$ cat src/rtl/periph_pkg.sv
// Shared register-map constants and decode helper for the MMIO timer bank.
// Imported by the channel and the top; no build options live here.
package periph_pkg;

  localparam logic [31:0] OFF_TH       = 32'h00;
  localparam logic [31:0] OFF_TL       = 32'h04;
  localparam logic [31:0] OFF_TCON     = 32'h08;
  localparam logic [31:0] OFF_PRESC    = 32'h0C;
  localparam logic [31:0] OFF_CAP      = 32'h10;
  localparam logic [31:0] CH_STRIDE    = 32'h20;
  localparam logic [31:0] OFF_IRQ_STAT = 32'h100;

  localparam int unsigned TCON_EN   = 0;
  localparam int unsigned TCON_IE   = 1;
  localparam int unsigned TCON_PEND = 2;
  localparam int unsigned TCON_OS   = 3;

  typedef enum logic [2:0] {
    RegTh,
    RegTl,
    RegTcon,
    RegPresc,
    RegCap,
    RegNone
  } reg_sel_e;

  // Offset within one channel window; misaligned offsets map to nothing.
  function automatic reg_sel_e decode_reg(input logic [4:0] off);
    reg_sel_e sel;
    case ({27'b0, off})
      OFF_TH:    sel = RegTh;
      OFF_TL:    sel = RegTl;
      OFF_TCON:  sel = RegTcon;
      OFF_PRESC: sel = RegPresc;
      OFF_CAP:   sel = RegCap;
      default:   sel = RegNone;
    endcase
    return sel;
  endfunction

endpackage

$ cat src/rtl/mmio_timer_bank_if.sv
// CPU data-bus bundle for the timer bank: strobes, address, write data, combinational read data.
interface mmio_timer_bank_if;
  logic        rd;
  logic        wr;
  logic [31:0] addr;
  logic [31:0] wdata;
  logic [31:0] rdata;

  modport master (output rd, output wr, output addr, output wdata, input rdata);
  modport slave  (input rd, input wr, input addr, input wdata, output rdata);
endinterface

$ cat src/rtl/timer_channel.sv
// One reload timer channel: TH/TL/TCON/PRESC/CAP registers plus prescaler counter.
// Capture logic (2-flop sync + edge detect) is built only when TIMER_CAPTURE_EN is defined.
module timer_channel
  import periph_pkg::*;
#(
  parameter int unsigned CNT_W   = 32,
  parameter int unsigned PRESC_W = 8
) (
  input  logic               clk,
  input  logic               reset,
  input  logic               th_we_i,
  input  logic               tl_we_i,
  input  logic               tcon_we_i,
  input  logic               presc_we_i,
  input  logic               cap_we_i,
  input  logic               pend_clr_i,
  input  logic [31:0]        wdata_i,
  input  logic               cap_i,
  output logic [CNT_W-1:0]   th_o,
  output logic [CNT_W-1:0]   tl_o,
  output logic [CNT_W-1:0]   cap_o,
  output logic [PRESC_W-1:0] presc_o,
  output logic [3:0]         tcon_o,
  output logic               pend_o,
  output logic               irq_o
);

  logic [CNT_W-1:0]   th_q, th_d, tl_q, tl_d;
  logic [PRESC_W-1:0] presc_q, presc_d, pcnt_q, pcnt_d;
  logic               en_q, en_d, ie_q, ie_d, pend_q, pend_d, os_q, os_d;
  logic               tick, ovf, pend_set;

  assign tick     = en_q && (pcnt_q == presc_q);
  assign ovf      = tick && (tl_q == '1);
  // A CPU write to TL in the overflow cycle suppresses reload side effects.
  assign pend_set = ovf && ie_q && !tl_we_i;

  always_comb begin
    th_d    = th_q;
    tl_d    = tl_q;
    presc_d = presc_q;
    pcnt_d  = pcnt_q;
    en_d    = en_q;
    ie_d    = ie_q;
    os_d    = os_q;
    pend_d  = pend_q;

    if (th_we_i) th_d = wdata_i[CNT_W-1:0];

    if (presc_we_i) begin
      presc_d = wdata_i[PRESC_W-1:0];
      pcnt_d  = '0;
    end else if (en_q) begin
      pcnt_d = tick ? '0 : pcnt_q + 1'b1;
    end

    if (tl_we_i)   tl_d = wdata_i[CNT_W-1:0];
    else if (tick) tl_d = ovf ? th_q : tl_q + 1'b1;

    if (tcon_we_i) begin
      en_d = wdata_i[TCON_EN];
      ie_d = wdata_i[TCON_IE];
      os_d = wdata_i[TCON_OS];
    end else if (ovf && os_q && !tl_we_i) begin
      en_d = 1'b0;
    end

    // Set beats clear when both land in the same cycle.
    if (pend_set)        pend_d = 1'b1;
    else if (pend_clr_i) pend_d = 1'b0;
  end

  always_ff @(posedge clk or posedge reset) begin
    if (reset) begin
      th_q    <= '0;
      tl_q    <= '0;
      presc_q <= '0;
      pcnt_q  <= '0;
      en_q    <= 1'b0;
      ie_q    <= 1'b0;
      os_q    <= 1'b0;
      pend_q  <= 1'b0;
    end else begin
      th_q    <= th_d;
      tl_q    <= tl_d;
      presc_q <= presc_d;
      pcnt_q  <= pcnt_d;
      en_q    <= en_d;
      ie_q    <= ie_d;
      os_q    <= os_d;
      pend_q  <= pend_d;
    end
  end

`ifdef TIMER_CAPTURE_EN
  logic [2:0]       sync_q, sync_d;
  logic [CNT_W-1:0] cap_q, cap_d;

  always_comb begin
    sync_d = {sync_q[1:0], cap_i};
    cap_d  = cap_q;
    // sync_q[1] is the synchronised level, sync_q[2] its previous value.
    if (sync_q[1] && !sync_q[2]) cap_d = tl_q;
    else if (cap_we_i)           cap_d = wdata_i[CNT_W-1:0];
  end

  always_ff @(posedge clk or posedge reset) begin
    if (reset) begin
      sync_q <= '0;
      cap_q  <= '0;
    end else begin
      sync_q <= sync_d;
      cap_q  <= cap_d;
    end
  end

  assign cap_o = cap_q;
`else
  logic unused_cap;
  assign unused_cap = cap_i ^ cap_we_i;
  assign cap_o      = '0;
`endif

  always_comb begin
    tcon_o            = '0;
    tcon_o[TCON_EN]   = en_q;
    tcon_o[TCON_IE]   = ie_q;
    tcon_o[TCON_PEND] = pend_q;
    tcon_o[TCON_OS]   = os_q;
  end

  assign th_o    = th_q;
  assign tl_o    = tl_q;
  assign presc_o = presc_q;
  assign pend_o  = pend_q;
  assign irq_o   = pend_q && ie_q;

endmodule

$ cat src/rtl/mmio_timer_bank.sv
// Memory-mapped bank of NUM_TIMERS reload timers: address decode, read mux, IRQ_STAT, irqout.
// Optional capture inputs are enabled by defining TIMER_CAPTURE_EN.
module mmio_timer_bank
  import periph_pkg::*;
#(
  parameter int unsigned NUM_TIMERS = 4,
  parameter int unsigned CNT_W      = 32,
  parameter int unsigned PRESC_W    = 8,
  parameter logic [31:0] BASE_ADDR  = 32'h4000_0100
) (
  input  logic                  clk,
  input  logic                  reset,
  mmio_timer_bank_if.slave      bus,
  input  logic [NUM_TIMERS-1:0] cap_in,
  output logic [NUM_TIMERS-1:0] irq,
  output logic                  irqout
);

  logic [NUM_TIMERS-1:0]       pend;
  logic [NUM_TIMERS-1:0][31:0] ch_rdata;
  logic                        stat_hit, stat_we;

  assign stat_hit = (bus.addr - BASE_ADDR) == OFF_IRQ_STAT;
  assign stat_we  = bus.wr && stat_hit;

  for (genvar i = 0; i < NUM_TIMERS; i++) begin : g_ch
    logic [31:0]        ch_off;
    reg_sel_e           sel;
    logic [CNT_W-1:0]   th, tl, cap;
    logic [PRESC_W-1:0] presc;
    logic [3:0]         tcon;
    logic               pend_clr;
    logic [31:0]        rdata_ch;

    assign ch_off   = bus.addr - (BASE_ADDR + CH_STRIDE * 32'(i));
    assign sel      = (ch_off < CH_STRIDE) ? decode_reg(ch_off[4:0]) : RegNone;
    assign pend_clr = (bus.wr && (sel == RegTcon) && bus.wdata[TCON_PEND])
                   || (stat_we && bus.wdata[i]);

    timer_channel #(
      .CNT_W  (CNT_W),
      .PRESC_W(PRESC_W)
    ) u_channel (
      .clk       (clk),
      .reset     (reset),
      .th_we_i   (bus.wr && (sel == RegTh)),
      .tl_we_i   (bus.wr && (sel == RegTl)),
      .tcon_we_i (bus.wr && (sel == RegTcon)),
      .presc_we_i(bus.wr && (sel == RegPresc)),
      .cap_we_i  (bus.wr && (sel == RegCap)),
      .pend_clr_i(pend_clr),
      .wdata_i   (bus.wdata),
      .cap_i     (cap_in[i]),
      .th_o      (th),
      .tl_o      (tl),
      .cap_o     (cap),
      .presc_o   (presc),
      .tcon_o    (tcon),
      .pend_o    (pend[i]),
      .irq_o     (irq[i])
    );

    always_comb begin
      rdata_ch = '0;
      case (sel)
        RegTh:    rdata_ch = 32'(th);
        RegTl:    rdata_ch = 32'(tl);
        RegTcon:  rdata_ch = 32'(tcon);
        RegPresc: rdata_ch = 32'(presc);
        RegCap:   rdata_ch = 32'(cap);
        default:  rdata_ch = '0;
      endcase
    end

    assign ch_rdata[i] = rdata_ch;
  end

  // Channel windows and IRQ_STAT never overlap, so OR-ing the hits is a mux.
  always_comb begin
    bus.rdata = '0;
    if (bus.rd) begin
      if (stat_hit) bus.rdata = 32'(pend);
      for (int i = 0; i < NUM_TIMERS; i++) bus.rdata = bus.rdata | ch_rdata[i];
    end
  end

  assign irqout = |irq;

endmodule

$ cat src/flat_wrapper.sv
// flat-port wrapper written by rule: the top's interface ports become plain ports
module mmio_timer_bank_flat import periph_pkg::*;
#(
  parameter int unsigned NUM_TIMERS = 4,
  parameter int unsigned CNT_W      = 32,
  parameter int unsigned PRESC_W    = 8,
  parameter logic [31:0] BASE_ADDR  = 32'h4000_0100
)
  (clk, reset, cap_in, irq, irqout, bus_rd, bus_wr, bus_addr, bus_wdata, bus_rdata);
  mmio_timer_bank_if bus_i ();
  input  logic clk;
  input  logic reset;
  input  logic [NUM_TIMERS-1:0] cap_in;
  output logic [NUM_TIMERS-1:0] irq;
  output logic irqout;
  input wire logic [$bits(bus_i.rd)-1:0] bus_rd;
  input wire logic [$bits(bus_i.wr)-1:0] bus_wr;
  input wire logic [$bits(bus_i.addr)-1:0] bus_addr;
  input wire logic [$bits(bus_i.wdata)-1:0] bus_wdata;
  output wire logic [$bits(bus_i.rdata)-1:0] bus_rdata;
  assign bus_i.rd = bus_rd;
  assign bus_i.wr = bus_wr;
  assign bus_i.addr = bus_addr;
  assign bus_i.wdata = bus_wdata;
  assign bus_rdata = bus_i.rdata;
  mmio_timer_bank #(.NUM_TIMERS(NUM_TIMERS), .CNT_W(CNT_W), .PRESC_W(PRESC_W), .BASE_ADDR(BASE_ADDR)) u_core (.clk(clk), .reset(reset), .bus(bus_i), .cap_in(cap_in), .irq(irq), .irqout(irqout));
endmodule
$ cat config.mk
export PLATFORM = sky130hd
export DESIGN_NAME = mmio_timer_bank_flat
export DESIGN_NICKNAME = d
export VERILOG_FILES = /design/src/rtl/periph_pkg.sv /design/src/rtl/mmio_timer_bank_if.sv /design/src/rtl/timer_channel.sv /design/src/rtl/mmio_timer_bank.sv /design/src/flat_wrapper.sv
export SDC_FILE = /design/constraint.sdc
export NUM_CORES = 1
export LEC_CHECK = 0
export BUFFER_PORTS_ARGS = -buffer_cell sky130_fd_sc_hd__buf_4
export CAP_MARGIN = 10
export CORE_MARGIN = 10
export CORE_UTILIZATION = 42
export CTS_CLUSTER_DIAMETER = 60
export DETAILED_ROUTE_END_ITERATION = 16
export SYNTH_ARGS = -nofsm -noshare
export SYNTH_HDL_FRONTEND = slang
export SYNTH_SLANG_ARGS = --single-unit
export TNS_END_PERCENT = 5
$ cat constraint.sdc
create_clock -name clk -period 20 [get_ports clk]
set_input_delay 4 -clock clk [delete_from_list [all_inputs] [get_ports clk]]
set_output_delay 4 -clock clk [all_outputs]
set_load 0.02 [all_outputs]
==> flow_summary.toml, run 1 <==
[synth]
async_flop_share_pct = 100
synth_warnings = 0
netlist_area_um2 = 21500
synth-seq-area-share_pct = 39.1
syn_nets = 2508
synth_cells = 2426
yosys_register_bits = 336
synth_edf_count = 0
post_synth_num_cell_types = 81
syn_avg_cell_area_um2 = 8.86
synth_flop_cell = "dfrtp_1"

[global_routing]
antenna_found_initial = 0
grt_pass1_vias = 19100
grt-ovfl-total = 0
grt_max_degree = 140
grt_pass1_wl_um = 117000
gr-usage-all-layers_pct = 24.5

[min_path]
min_from = "u_core.g_ch[3].u_channel.os_q"
min_path_type = "register to register"
holdPathStages = 1
hold_end = "u_core.g_ch[3].u_channel.os_q"

[timing]
tightest_slew_ps = 1090
rsz0062_at_grt = "false"
hold_ws_ps = 509
fmax_mhz = 84.9
period_share_pct = 58.9
setup_viol = 0
final.setup_skew_ps = 9.15
maxSlewHeadroom_pct = 27.6
slew_viol_final = 0
fin_setup_tns_ps = 0
period_minus_slack_ps = 11770
hold_viol = 0

[critical_path]
cpMostUsedCell = "buf_4"
critPathMaxFanout = 29
worstReg2RegStart = "u_core.g_ch[1].u_channel.tl_o[0]"
critPathSlowestCell = "nor4_4"
r2r-end = "u_core.g_ch[1].u_channel.tl_o[4]"
required_ps = 16000
crit_arrival_ps = 7770
rrSetupSlack_ps = 16510
crit_start = "bus_addr[16]"
cp-end-kind = "primary output"
path_class = "input port to primary output"
reg2regPathDepth = 9
critical_path.max_stage_delay_ps = 640
cp-start-kind = "input port"
crit_chain = "buf_4 -> nor4_4 -> nand2_1 -> nor3_1 -> mux2_2 -> nor4_2 -> nand4_1 -> buf_4 -> or3_1 -> a31oi_1 -> buf_4"

[place]
io_buffers = 104
gp_congestion = 0.958
dp_cells = 3060
hpwl_um = 52300

[clock_network]
clock_path_buffers = 3
numCtsBuffers = 40
htreeDepth = 2
hold_buffers = 0
ctsResizeCount = 0
clock_sinks = 336
clk_pin_slew_worst_paths_ps = 60
cts-root-buf = "clkbuf_16"
cts_setup_buffers = 0
cts_tree = "yes"
clkLatencyLatePin_ps = 560

[routing]
drt_pass1_iterations = 7
drt_drc_violations_left = 0
drt_iter0_drc = 2575
num_vias = 20000
finalWirelength_um = 75600
final_antenna_net_count = 0
viasPerCell = 6.39
drt-wirelength-per-cell_um = 24.2

[final_layout]
final_layout_size_suffix_gt1_share_pct = 17.2
syn_to_final_growth_pct = 12.2
layoutNonFillerInstCount = 3131
nets = 2512
diodes = 0

[floorplanning]
dieArea_um2 = 60600
row_count = 82
ios = 109
die_h_um = 246
dieWidth_um = 246
initial_utilization_pct = 42.7
core_area_um2 = 50400

[power]
ir_drop_mv = 0.0625
pwr_density_cell_nw_per_um2 = 64.6
cellLeakagePower_uw = 0.00987
p_total_uw = 1560

[flow_run]
maxCapViolCount = 0

[run_status]
run_status = "completed"
## worst max path at each step
stage                                          to  cells past startpoint
detailed placement                   bus_rdata[2]                     11
floorplan           u_core.g_ch[0].u_channel.en_q                      1
CTS                                  bus_rdata[2]                     11
global placement                     bus_rdata[2]                     11
finish                               bus_rdata[2]                     11
global route                         bus_rdata[2]                     11
## placed cells by master, fill, tap and decap left out, types with 33 or more instances in the layout
cell type,synthesis,routed
xor2_1,36,36
and3_1,37,37
buf_4,10,138
nand4_1,51,51
o22ai_1,44,44
nor2_1,219,218
mux2_2,185,185
o31a_1,33,33
dfrtp_1,336,336
a21oi_1,158,158
xnor2_1,52,52
a22oi_1,110,110
nand3_1,84,83
a21o_1,37,37
clkbuf_16,0,41
o21ai_0,135,135
nor3_1,68,65
nand2_1,256,256
## cells by family after synthesis
family / count (synthesis) / share of synthesized area [%]
AO/OA/AOI/OAI: 686 / 20.9
flip-flops: 336 / 39.1
adder cells (fa/ha/maj): 10 / 0.582
XOR/XNOR: 88 / 3.59
buffers and inverters: 207 / 4.11
multiplexers: 225 / 11.6
AND/OR/NAND/NOR: 874 / 20.1
## metal layers
metal	GRT usage [%]	up-vias	share of wire, %
met5	0	-	0
met4	5.75	0	2.0
met3	4.11	99	8.1
met2	37.2	833	45
met1	35.5	10100	45
li1	-	9017	-
## cell type report
type                       count  area (um^2)
sequential                   336         8410
fill                        4757        26300
multi-input combinational   1883        12300
timing repair buffer         139         1060
tap                          672          841
clock buffer                  57         1200
inverter                      30          120
clock inverter                14          230
## power by group
part	leakage (uW)	switching (uW)	internal, uW
Clock	0.000703	303	493
Combinational	0.00491	61.1	20.3
Sequential	0.00425	0.811	680
Total	0.00987	365	1190
## worst max-delay path, delay by kind of cell
| family | cells | cell delay [ps] |
|---|---|---|
| AND/OR/NAND/NOR | 6 | 2400 |
| buffers and inverters | 3 | 660 |
| multiplexers | 1 | 370 |
| AO/OA/AOI/OAI | 1 | 320 |
## synth_stat cells, drive strengths merged, types with 4 or more instances
master	number	area, um^2
and3	37	231
and4	22	193
a22oi	110	826
xnor2	52	455
buf	41	260
a21o	37	278
ha	10	125
dfrtp	336	8410
clkbuf	136	510
nor3	68	340
nor3b	11	82.6
xor2	36	315
a211oi	17	128
o21a	13	97.6
nor4	32	268
nand2b	11	68.8
or4	14	105
nand4b	5	58.8
or2	4	25.0
a21oi	158	791
o31ai	12	90.1
nor2b	7	43.8
nand3	85	430
mux2	195	2200
and2	27	169
o211ai	9	67.6
nand2	256	961
mux2i	30	300
a41oi	11	96.3
o22ai	45	288
or3	15	93.8
nor2	224	872
o31a	33	289
inv	30	113
a222oi	25	250
o21ai	143	716
a21boi	5	37.5
nand4	51	319
a31oi	25	156
o22a	5	43.8
## metrics by stage
stage | util, % | worst slack (ps) | instance area (um^2)
3_3_place_gp | 45.1 | 8240 | 22700
2_1_floorplan | - | 6690 | 21500
4_1_cts | 47.9 | 8310 | 24100
5_1_grt | 47.9 | 8040 | 24100
6_report | 47.9 | 8230 | 24100
3_5_place_dp | 45.1 | 8310 | 22700
## sequential cells by signal (all words and copies together) (netlist names)
register and cells:
u_core.g_ch.u_channel.tl_o 128, u_core.g_ch.u_channel.pend_o 4, u_core.g_ch.u_channel.presc_o 32, u_core.g_ch.u_channel.ie_q 4
u_core.g_ch.u_channel.th_o 128, u_core.g_ch.u_channel.pcnt_q 32, u_core.g_ch.u_channel.en_q 4, u_core.g_ch.u_channel.os_q 4
Power figures use the tool's default switching activity.
==> run 2: changes to the inputs <==
==> constraint.sdc (replaced) <==
create_clock -name clk -period 12 [get_ports clk]
set_input_delay 2.4 -clock clk [delete_from_list [all_inputs] [get_ports clk]]
set_output_delay 2.4 -clock clk [all_outputs]
set_load 0.02 [all_outputs]
==> run 2 against run 1 <==
  * Clock power is 44% higher
  * Largest power group unchanged
  * Global-route usage is 0.21 points lower
  * Final area is 0.99% lower
  * Non-clock buffer count is 1 lower
  * Highest routed layer unchanged
==> flow_summary.toml, run 2 (synthesized netlist as in run 1, its figures left out) <==
[critical_path]
rrSetupSlack_ps = 8550
cp-start-kind = "input port"
crit_arrival_ps = 6180
path_class = "input port to primary output"
critical_path.max_stage_delay_ps = 670
path_delay_family = "simple AND/OR/NAND/NOR gates"
crit_chain = "buf_4 -> nor4_2 -> nand2_1 -> nor3_1 -> mux2_2 -> nor4_2 -> nand4_1 -> buf_4 -> or3_1 -> a31oi_1 -> buf_4"
critPathMaxFanout = 29
cp-end-kind = "primary output"
crit_buf_inv = 3
required_ps = 9600
cpMostUsedCell = "buf_4"
critPathSlowestCell = "nor4_2"

[global_routing]
grt_pass1_wl_um = 116000
gr-usage-all-layers_pct = 24.3
antenna_found_initial = 0
grt_pass1_vias = 18900
grt-ovfl-total = 0
grt_max_degree = 141

[flow_run]
maxCapViolCount = 0

[routing]
drt_pass1_iterations = 9
viasPerCell = 6.37
drt_drc_violations_left = 0
drt-wirelength-per-cell_um = 24.2
finalWirelength_um = 75600
final_antenna_net_count = 0
drt_iter0_drc = 2501
num_vias = 19900

[final_layout]
diodes = 0
final_common_cell = "dfrtp_1"
syn_to_final_growth_pct = 11.1
nets = 2511
layoutNonFillerInstCount = 3123
final_cell_mix = "336 x dfrtp_1, 256 x nand2_1, 218 x nor2_1"
post-route-cell-area_um2 = 23900
final_layout_size_suffix_gt1_share_pct = 16.7
utilization_pct = 47.4

[timing]
slew_viol_final = 0
maxSlewHeadroom_pct = 26.2
fmax_mhz = 117
tightest_slew_ps = 1100
period_minus_slack_ps = 8580
hold_ws_ps = 515
final.setup_skew_ps = 17.7
hold_viol = 0
period_share_pct = 71.5
fin_setup_tns_ps = 0
rsz0062_at_grt = "false"
setup_viol = 0

[place]
gp_congestion = 0.937
hpwl_um = 52200
dp_cells = 3059
io_buffers = 104
dpl_cell_area_um2 = 22700

[clock_network]
clock_path_buffers = 3
cts_setup_buffers = 0
cts-root-buf = "clkbuf_16"
htreeDepth = 2
ctsResizeCount = 0
clock_sinks = 336
cts_tree = "yes"
clk_pin_slew_worst_paths_ps = 50
hold_buffers = 0
numCtsBuffers = 40
clkLatencyLatePin_ps = 570

[floorplanning]
row_count = 82
dieWidth_um = 246
core_area_um2 = 50400
die_h_um = 246
dieArea_um2 = 60600
initial_utilization_pct = 42.7
ios = 109

[power]
pwr_density_cell_nw_per_um2 = 102
cellLeakagePower_uw = 0.00975
ir_drop_mv = 0.0800

[min_path]
min_path_type = "register to register"

[run_status]
run_status = "completed"
==> run 2: report_power, final <==
| part | switching, uW | internal, uW | total (uW) | leakage (uW) |
|---|---|---|---|---|
| Sequential | 1.40 | 1130 | 1140 | 0.00425 |
| Combinational | 102 | 33.9 | 136 | 0.00491 |
| Clock | 494 | 661 | 1150 | 0.000585 |
| Total | 598 | 1830 | 2430 | 0.00975 |
==> run 2: final cells by class <==
cell class                      count  area, um^2
Clock inverter                      7        48.8
Timing Repair Buffer              138        1050
Sequential cell                   336        8410
Clock buffer                       57        1150
Multi-Input combinational cell   1883       12300
Inverter                           30         120
Tap cell                          672         841
Fill cell                        4806       26500
==> run 2: per-layer routing <==
metal  vias up  track usage [%]  wire, um
li1       9011                -         -
met1      9963             34.8     33800
met2       844             37.2     34100
met3        83             4.23      6260
met4         0             6.12      1500
met5         -                0         0
==> run 2: path summary, 6_finish.rpt <==
check / endpoint / cells past startpoint / from
max: bus_rdata[2] / 11 / bus_addr[12]
min: u_core.g_ch[0].u_channel.th_o[2] / 2 / u_core.g_ch[0].u_channel.th_o[2]
max in group asynchronous: u_core.g_ch[0].u_channel.th_o[30] / 4 / reset
min in group asynchronous: u_core.g_ch[1].u_channel.pcnt_q[4] / 2 / reset
min reg2reg: u_core.g_ch[0].u_channel.th_o[2] / 2 / u_core.g_ch[0].u_channel.th_o[2]
max reg2reg: u_core.g_ch[1].u_channel.tl_o[2] / 9 / u_core.g_ch[1].u_channel.tl_o[0]
==> run 2: tightest hold or removal path: cells and delay by family (launching register included) <==
| kind | cells | cell delay, ps |
|---|---|---|
| AO/OA/AOI/OAI | 1 | 60 |
| AND/OR/NAND/NOR | 1 | 50 |
| flip-flops | 1 | 360 |
==> run 2: through the flow <==
| step | total power (uW) | setup slack (ps) |
|---|---|---|
| after CTS | 2440 | 3530 |
| after floorplan | 1220 | 290 |
| after detailed placement | 1290 | 3550 |
| after global placement | 1290 | 3450 |
| final | 2430 | 3420 |
| after global routing | 2500 | 3280 |
==> run 3: changes to the inputs <==
==> constraint.sdc (replaced) <==
create_clock -name clk -period 7.4 [get_ports clk]
set_input_delay 1.48 -clock clk [delete_from_list [all_inputs] [get_ports clk]]
set_output_delay 1.48 -clock clk [all_outputs]
set_load 0.02 [all_outputs]
==> run 3 against run 2 <==
  * Non-clock buffer count increased by 9
  * Clock skew decreased by 6.9 ps
  * Sequential share of layout area down 0.25 points
  * Via count rose by 0.81%
  * Wire length increased by 0.86%
  * Hold slack better by 0.63 ps
  * Count of clock-buffer cells in the layout is the same
  * Critical path type unchanged
  * Critical endpoint is now bus_rdata[12]
==> flow_summary.toml, run 3 (synthesized netlist as in run 1, its figures left out) <==
[run_status]
run_status = "completed"

[power]
intPower_uw = 3070
p_sw_uw = 977
cellLeakagePower_uw = 0.00984
p_clk_share_pct = 48.9
share_comb_of_total_power_pct = 5.5
p_seq_share_pct = 45.5
p_sw_share_pct = 24.1
p_total_uw = 4040
pwr_density_cell_nw_per_um2 = 168
ir_drop_mv = 0.166

[critical_path]
rrSetupSlack_ps = 3930
path_class = "input port to primary output"
critical_path.max_stage_delay_ps = 930
r2r-end = "u_core.g_ch[1].u_channel.tl_o[9]"
endpoint = "bus_rdata[12]"
cpMostUsedCell = "buf_4"
reg2regPathDepth = 9
crit_chain = "buf_4 -> nor4_4 -> nand4_1 -> o21ai_0 -> nand4_1 -> or4_1 -> buf_4 -> o22ai_1 -> o31a_1 -> buf_4"
worstReg2RegStart = "u_core.g_ch[1].u_channel.tl_o[0]"
cp-start-kind = "input port"
crit_start = "bus_addr[16]"
crit_arrival_ps = 5280
critPathSlowestCell = "or4_1"
required_ps = 5920
cp-end-kind = "primary output"
critPathMaxFanout = 17

[min_path]
holdPathStages = 1
min_path_type = "register to register"

[final_layout]
utilization_pct = 47.7
final_common_cell = "dfrtp_1"
final_layout_size_suffix_gt1_share_pct = 17.3
syn_to_final_growth_pct = 11.9
final_cell_mix = "336 x dfrtp_1, 256 x nand2_1, 218 x nor2_1"
nets = 2520

[clock_network]
hold_buffers = 0
numCtsBuffers = 40
clock_sinks = 336
cts_setup_buffers = 0
clock_path_buffers = 3
cts_tree = "yes"
htreeDepth = 2
ctsResizeCount = 0
clkLatencyLatePin_ps = 560
cts-root-buf = "clkbuf_16"
clk_pin_slew_worst_paths_ps = 60

[routing]
drt-wirelength-per-cell_um = 24.3
final_antenna_net_count = 0
viasPerCell = 6.39
drt_iter0_drc = 2502
finalWirelength_um = 76300
num_vias = 20100
drt_drc_violations_left = 0
drt_pass1_iterations = 6

[place]
hpwl_um = 53500
io_buffers = 104
gp_congestion = 0.937

[timing]
period_share_pct = 91.3
maxSlewHeadroom_pct = 20.0
fmax_mhz = 148
final.setup_skew_ps = 10.8
tightest_slew_ps = 1200
hold_viol = 0
slew_viol_final = 0
setup_viol = 0
fin_setup_tns_ps = 0
rsz0062_at_grt = "false"
period_minus_slack_ps = 6760
hold_ws_ps = 515

[global_routing]
grt-ovfl-total = 0
grt_pass1_wl_um = 116000
gr-usage-all-layers_pct = 24.4
grt_pass1_vias = 18900
antenna_found_initial = 0
grt_max_degree = 173

[floorplanning]
initial_utilization_pct = 42.7
dieArea_um2 = 60600
ios = 109
row_count = 82
core_area_um2 = 50400
die_h_um = 246
dieWidth_um = 246

[flow_run]
maxCapViolCount = 0
run 3: cell count changes in the layout (fill, tap and decap cells not counted):
cell,previous run,this run
inv_8,1,0
clkinv_2,3,8
clkinvlp_4,1,3
clkbuf_8,6,9
bufinv_16,0,2
clkinv_4,1,0
inv_6,2,1
clkbuf_1,10,7
buf_4,137,146
diode_2,0,1
run 3: routing by layer:
layer | track usage [%] | part of all wire (%) | vias to the layer above
li1 | - | - | 9051
met1 | 35.2 | 45 | 10100
met2 | 36.8 | 45 | 826
met3 | 4.08 | 8.2 | 96
met4 | 6.83 | 2.2 | 0
met5 | 0 | 0 | -
run 3: worst min path at each step:
| stage | slack [ps] | from | to |
|---|---|---|---|
| 6_report | 520 | u_core.g_ch[3].u_channel.os_q | u_core.g_ch[3].u_channel.os_q |
| 5_1_grt | 520 | u_core.g_ch[3].u_channel.os_q | u_core.g_ch[3].u_channel.os_q |
| 4_1_cts | 510 | u_core.g_ch[3].u_channel.os_q | u_core.g_ch[3].u_channel.os_q |
| 3_5_place_dp | 500 | u_core.g_ch[3].u_channel.os_q | u_core.g_ch[3].u_channel.os_q |
| 3_3_place_gp | 490 | u_core.g_ch[3].u_channel.os_q | u_core.g_ch[3].u_channel.os_q |
| 2_1_floorplan | 470 | u_core.g_ch[2].u_channel.th_o[2] | u_core.g_ch[2].u_channel.th_o[2] |
run 3: cell type report:
type / instances / area (um^2)
fillers: 4797 / 26300
inverters: 30 / 116
flip-flops and latches: 336 / 8410
diodes: 1 / 2.50
repair buffers: 147 / 1120
well taps: 672 / 841
multi-input cells: 1883 / 12300
clock inverters: 13 / 124
clock buffers: 57 / 1180
run 3: stage by stage:
step | std cells | instance area, um^2 | setup slack, ps
final | 3139 | 24100 | 644
after global routing | 3138 | 24100 | 544
after CTS | 3138 | 24100 | 762
after detailed placement | 3068 | 22800 | 776
after global placement | 3068 | 22800 | 735
after floorplan | 2426 | 21500 | 1430
run 3: critical path: cells and delay by family:
kind / cells / cell delay, ps
buf+inv: 3 / 680
compound gates: 3 / 810
simple gates: 4 / 2280
run 3: power groups by stage:
stage	registers [uW]	logic (uW)	clock network, uW
after floorplan	1880	103	0
after global placement	1870	220	0
after detailed placement	1870	219	0
after CTS	1840	220	2020
after global routing	1840	238	2090
final	1840	224	1980
